--- src/rtl/sync_fifo_flags.sv ---
// sync_fifo_flags: audio sample FIFO with fill-level flags and sticky errors; SYNC_FIFO_FWFT_EN selects first-word-fall-through.
// Latency: standard read data 1 cycle after rd_en; FWFT head word visible 2 edges after a write into an empty FIFO.
// Backpressure: writes refused while full (unless a read is accepted that cycle), reads refused while empty; refusals set sticky flags.
module sync_fifo_flags #(
  parameter int DATA_WIDTH   = 24,
  parameter int ADDR_WIDTH   = 4,
  parameter int AFULL_LEVEL  = 12,
  parameter int AEMPTY_LEVEL = 4
) (
  input  logic                         clk,
  input  logic                         rst_a,
  input  logic                         wr_en,
  input  logic signed [DATA_WIDTH-1:0] data_in,
  input  logic                         rd_en,
  input  logic                         clr_err,
  output logic signed [DATA_WIDTH-1:0] data_out,
  output logic                         data_valid,
  output logic                         full,
  output logic                         empty,
  output logic                         almost_full,
  output logic                         almost_empty,
  output logic [ADDR_WIDTH:0]          data_fill,
  output logic                         overflow,
  output logic                         underflow
);

  localparam int DEPTH = 2**ADDR_WIDTH;
  localparam logic [ADDR_WIDTH:0] FILL_MAX = (ADDR_WIDTH+1)'(DEPTH);
  localparam logic [ADDR_WIDTH:0] AFULL_L  = (ADDR_WIDTH+1)'(AFULL_LEVEL);
  localparam logic [ADDR_WIDTH:0] AEMPTY_L = (ADDR_WIDTH+1)'(AEMPTY_LEVEL);

  logic [DATA_WIDTH-1:0] mem [DEPTH];
  logic [ADDR_WIDTH-1:0] wr_ptr;
  logic [ADDR_WIDTH-1:0] rd_ptr;
  logic [ADDR_WIDTH:0]   fill_q;
  logic [DATA_WIDTH-1:0] dout_q;
  logic                  overflow_q;
  logic                  underflow_q;
  logic                  rd_acc;
  logic                  wr_acc;
  logic                  ram_rd;

  assign data_fill    = fill_q;
  assign full         = (fill_q == FILL_MAX);
  assign empty        = (fill_q == '0);
  assign almost_full  = (fill_q >= AFULL_L);
  assign almost_empty = (fill_q <= AEMPTY_L);
  assign overflow     = overflow_q;
  assign underflow    = underflow_q;
  assign data_out     = dout_q;

  // A read accepted in the same cycle frees a slot, so a write into a full FIFO still lands.
  assign wr_acc = wr_en & (~full | rd_acc);

  always_ff @(posedge clk) begin
    if (wr_acc) begin
      mem[wr_ptr] <= data_in;
    end
  end

  always_ff @(posedge clk) begin
    if (rst_a) begin
      wr_ptr      <= '0;
      rd_ptr      <= '0;
      fill_q      <= '0;
      dout_q      <= '0;
      overflow_q  <= 1'b0;
      underflow_q <= 1'b0;
    end else begin
      if (wr_acc) begin
        wr_ptr <= wr_ptr + 1'b1;
      end
      if (ram_rd) begin
        rd_ptr <= rd_ptr + 1'b1;
        dout_q <= mem[rd_ptr];
      end
      case ({wr_acc, rd_acc})
        2'b10:   fill_q <= fill_q + 1'b1;
        2'b01:   fill_q <= fill_q - 1'b1;
        default: fill_q <= fill_q;
      endcase
      if (wr_en & ~wr_acc) begin
        overflow_q <= 1'b1;
      end else if (clr_err) begin
        overflow_q <= 1'b0;
      end
      if (rd_en & ~rd_acc) begin
        underflow_q <= 1'b1;
      end else if (clr_err) begin
        underflow_q <= 1'b0;
      end
    end
  end

`ifdef SYNC_FIFO_FWFT_EN
  typedef enum logic {IDLE = 1'b0, LOADED = 1'b1} state_t;

  state_t              state_q;
  state_t              state_d;
  logic [ADDR_WIDTH:0] ram_cnt_q;
  logic                ram_has;

  // ram_cnt_q counts words still in RAM; the word held in dout_q is excluded.
  assign ram_has    = (ram_cnt_q != '0);
  assign rd_acc     = rd_en & (state_q == LOADED);
  assign data_valid = (state_q == LOADED);

  always_comb begin
    state_d = state_q;
    ram_rd  = 1'b0;
    case (state_q)
      IDLE: begin
        if (ram_has) begin
          state_d = LOADED;
          ram_rd  = 1'b1;
        end
      end
      LOADED: begin
        if (rd_acc) begin
          if (ram_has) begin
            ram_rd = 1'b1;
          end else begin
            state_d = IDLE;
          end
        end
      end
      default: state_d = IDLE;
    endcase
  end

  always_ff @(posedge clk) begin
    if (rst_a) begin
      state_q   <= IDLE;
      ram_cnt_q <= '0;
    end else begin
      state_q <= state_d;
      case ({wr_acc, ram_rd})
        2'b10:   ram_cnt_q <= ram_cnt_q + 1'b1;
        2'b01:   ram_cnt_q <= ram_cnt_q - 1'b1;
        default: ram_cnt_q <= ram_cnt_q;
      endcase
    end
  end
`else
  logic valid_q;

  assign rd_acc     = rd_en & ~empty;
  assign ram_rd     = rd_acc;
  assign data_valid = valid_q;

  always_ff @(posedge clk) begin
    if (rst_a) begin
      valid_q <= 1'b0;
    end else begin
      valid_q <= rd_acc;
    end
  end
`endif

endmodule

--- config.mk ---
export PLATFORM = sky130hd
export DESIGN_NAME = sync_fifo_flags
export DESIGN_NICKNAME = d
export VERILOG_FILES = /design/src/rtl/sync_fifo_flags.sv
export SDC_FILE = /design/constraint.sdc
export NUM_CORES = 1
export LEC_CHECK = 0
export CAP_MARGIN = 20
export CORE_ASPECT_RATIO = 1.25
export CORE_MARGIN = 3
export CORE_UTILIZATION = 46
export CTS_CLUSTER_SIZE = 14
export DETAILED_ROUTE_END_ITERATION = 6
export MAX_ROUTING_LAYER = met4
export PLACE_DENSITY = 0.76
export SYNTH_ARGS = -nofsm -noshare
export SYNTH_HDL_FRONTEND = slang
export SYNTH_SLANG_ARGS = --single-unit
--- constraint.sdc ---
create_clock -name clk -period 3.15 [get_ports clk]
set_input_delay 0.315 -clock clk [delete_from_list [all_inputs] [get_ports clk]]
set_output_delay 0.315 -clock clk [all_outputs]
set_load 0.05 [all_outputs]
==> run summary <==
• finished, final reports clean — result of the run
• 5.90 nW — LEAKAGE
• 5.78 — number of vias per cell after detailed routing
• 20.8% — ratio of cells with drive above 1 in the final layout
• 37,700 sq um — Die Area
• flip-flop — Critical Path Start Type
• 34,700 sq um — area inside the core boundary
• reg -> out — Crit Path Category
• 49.7% — Slew Limit Headroom
• 0 — Antenna Violating Nets Remaining
• 174 microns — die extent in x
• 0 — Post CTS Setup Buffer Count
• 0.0161 ns — final worst clock skew
• 983 — net count of the finished layout
• 53.7 mm — global-route wire length before repair
• edfxtp_1 — post-synth top area cell
• 5 — Initial DRT Pass Iterations
• 65 — number of top-level design ports
• 20.3 mm — Detailed Place HPWL
• 0 — Finish-stage setup viols
• 843 — Gate Count Post-Synth
• edfxtp_1 — Post-synth top flop
• 49 — distinct cell type count after synthesis
• 14.6 mW — overall power consumption
• 3 — number of buffers on the longest clock path
• false — RSZ-0062 raised after global routing
• 8 — crit path max fanout
• 0 ns — total negative slack
• 40 — number of buffers created by CTS
• edfxtp_1 — most common cell after layout, fill and taps aside
• 0.37 ns — setup slack, reg-to-reg
• 424 — clock sink count
• 0 — Synth warnings
• 24.1 microns — WL per Instance
• 424 — #FFs+latches synth
• 0.754 ns — transition at the pin with the smallest max-transition slack
• 790 — 1st-iter DRT viols
• 70.9% — area share of the leading cell type in the synthesized netlist
• 2.83 ns — required time reported for the critical path endpoint
• 0.181 ns — Fin Hold WS
• 0 — final-report max-slew violation count
• 22.3% — portion of total power attributed to combinational logic
• 384 x edfxtp_1, 72 x mux4_2, 62 x clkdlybuf4s50_1 — top library cells by usage in the layout, fill and taps aside
• 0.07 ns — clock-pin slew on the worst setup and hold paths
• 19.3% — total global routing track utilization
• 19.3 sq um — average size of a mapped cell
• 2 — CTS HTree Levels
• 0% — Async SR Flop Fraction
• full — CP Capture Point
• 0 — DRC violations left
• 0.741 — weighted congestion at the end of routability-driven global placement
• data_fill[0]$_SDFFE_PP0P_ — Reg-to-Reg Start
• 3.05 ns — Period minus WS final
• 17,700 sq um — Post-DP Area
• 16.9% — Layout area overhead
• 1 — initial antenna violation count
• 881 — Synth Net Count
• 34.8 mm — final wirelength
• 8,860 — vias in the first global route
• 0 — total grt overflow
• built — TritonCTS clock tree
• 8 — reg2reg path depth
• 770 nW/um^2 — power density over the cells
• 384 — Post-synth EDFFs
• data_fill[4]$_SDFFE_PP0P_ — end of the worst register-to-register path
• 4.19 mW — switching power total
• 0 — Maximum Capacitance Violations
• 76 — Cell Rows
• 16,300 sq um — Synth Cell Area
• 19,000 sq um — total non-filler cell area in the finished layout
• output pin — critical path endpoint category
• 0.387 mV — peak ir drop on the vdd network
• 0 — Hold Violations, Final
• 328 MHz — achievable frequency
• 0.54 ns — clock latency on the worst-skew pair
• 45.8% — Sequential Power Share
• data_fill[0]$_SDFFE_PP0P_ — crit path from
• 46.9% — initial core utilization
• 96.9% — Period Utilization, post-route
• 10.4 mW — Internal Power
• 75.8% — share of the yosys chip area belonging to registers
• 28.6% — switching part of the total
• 8,349 — routed vias
• 32.0% — portion of total power attributed to the clock network
• edfxtp_1 71%, mux4_2 10%, dfxtp_1 4.9% — most area-consuming cells after synthesis
• 2.74 ns — Crit path arrival time
• clkbuf_16 — root buf cell
• in -> reg — path type of the worst min-delay path
• 45 — pin count of the biggest net entering global routing
• 216 microns — y dimension of the die
• 64 — Buffers on Ports
==> Yosys cell counts, types with 2 or more instances <==
cell type and count:
edfxtp_1 384, mux4_2 72, nor2_1 58, mux2i_1 53
dfxtp_1 40, a21oi_1 29, clkbuf_1 25, a311oi_1 24
o22ai_1 24, a22oi_1 17, nand2_1 16, buf_2 13
buf_4 9, and3_1 8, ha_1 8, nand2b_1 7
inv_1 5, nor2b_1 5, nor3_1 5, xnor2_1 4
nand3_1 3, nand3b_1 3, a21o_1 2, buf_6 2
mux2_4 2, xor2_1 2
==> critical path, cell delays in order (launching register included) <==
cell             delay (ns)
dfxtp_1                0.40
or4_1                  0.73
nor2_1                 0.20
clkdlybuf4s50_1        0.86
==> routing by layer <==
| layer | track usage [%] | share of wire, % | vias to the layer above | wire length [microns] |
|---|---|---|---|---|
| met2 | 32.1 | 51 | 342 | 17900 |
| met1 | 24.6 | 39 | 4292 | 13600 |
| met4 | 6.68 | 3.0 | 0 | 1050 |
| li1 | - | - | 3647 | - |
| met5 | - | 0 | - | 0 |
| met3 | 2.87 | 6.5 | 68 | 2260 |
==> power groups by stage <==
stage / registers, mW / logic [mW] / clock network, mW
after floorplan: 7.36 / 1.74 / 0
after global placement: 6.80 / 3.22 / 0
after detailed placement: 6.82 / 3.28 / 0
after CTS: 6.71 / 3.30 / 4.75
after global routing: 6.74 / 3.48 / 4.95
final: 6.70 / 3.26 / 4.68
==> area by class of cell <==
type | instances | area [sq um]
fill | 2591 | 15700
sequential | 424 | 12300
multi-input combinational | 363 | 3750
clock buffer | 55 | 1100
timing repair buffer | 111 | 1050
tap | 468 | 586
clock inverter | 18 | 165
inverter | 5 | 18.8
antenna | 1 | 2.50
==> registers in the layout, indices dropped and copies added, names as in the netlist <==
signal / flops
data_valid: 1
rd_ptr: 4
wr_ptr: 4
overflow: 1
data_fill: 5
data_out: 24
underflow: 1
mem: 384
==> worst min path at each step <==
stage	start	end	slack (ns)	cells after the start
3_3_place_gp	overflow$_SDFFE_PP0P_	overflow$_SDFFE_PP0P_	0.47	2
5_1_grt	rst_a	rd_ptr[0]$_SDFFE_PP0P_	0.18	2
6_report	rst_a	rd_ptr[0]$_SDFFE_PP0P_	0.18	2
3_5_place_dp	overflow$_SDFFE_PP0P_	overflow$_SDFFE_PP0P_	0.47	2
4_1_cts	rst_a	rd_ptr[0]$_SDFFE_PP0P_	0.17	2
2_1_floorplan	data_in[0]	mem[0][0]$_DFFE_PP_	0.41	0
==> what timing repair did <==
action,4_1_cts,5_1_grt
setup endpoints to repair,0,1
hold buffers,0,0
resized for setup,0,1
==> cell families (layout without fill, tap and decap cells) <==
logic type	count (synthesis)	count (layout)	share of synthesized area [%]
other	0	1	0
xor gates and xnor gates	6	6	0.323
AOI/OAI and AO/OA	108	108	4.69
muxes	128	128	13.5
adders and majority gates	9	9	0.738
buffers and inverters	56	189	1.70
and+or+nand+nor	112	112	3.23
DFF	424	424	75.8
==> through the flow <==
| stage | utilization [%] | setup WS (ns) | cells |
|---|---|---|---|
| 3_5_place_dp | 51.1 | 0.383 | 1371 |
| 4_1_cts | 54.8 | 0.00839 | 1444 |
| 6_report | 54.8 | 0.0988 | 1445 |
| 3_3_place_gp | 51.1 | 0.436 | 1371 |
| 2_1_floorplan | - | 0.215 | 843 |
| 5_1_grt | 54.8 | 0.00489 | 1445 |
Power figures use the tool's default switching activity.
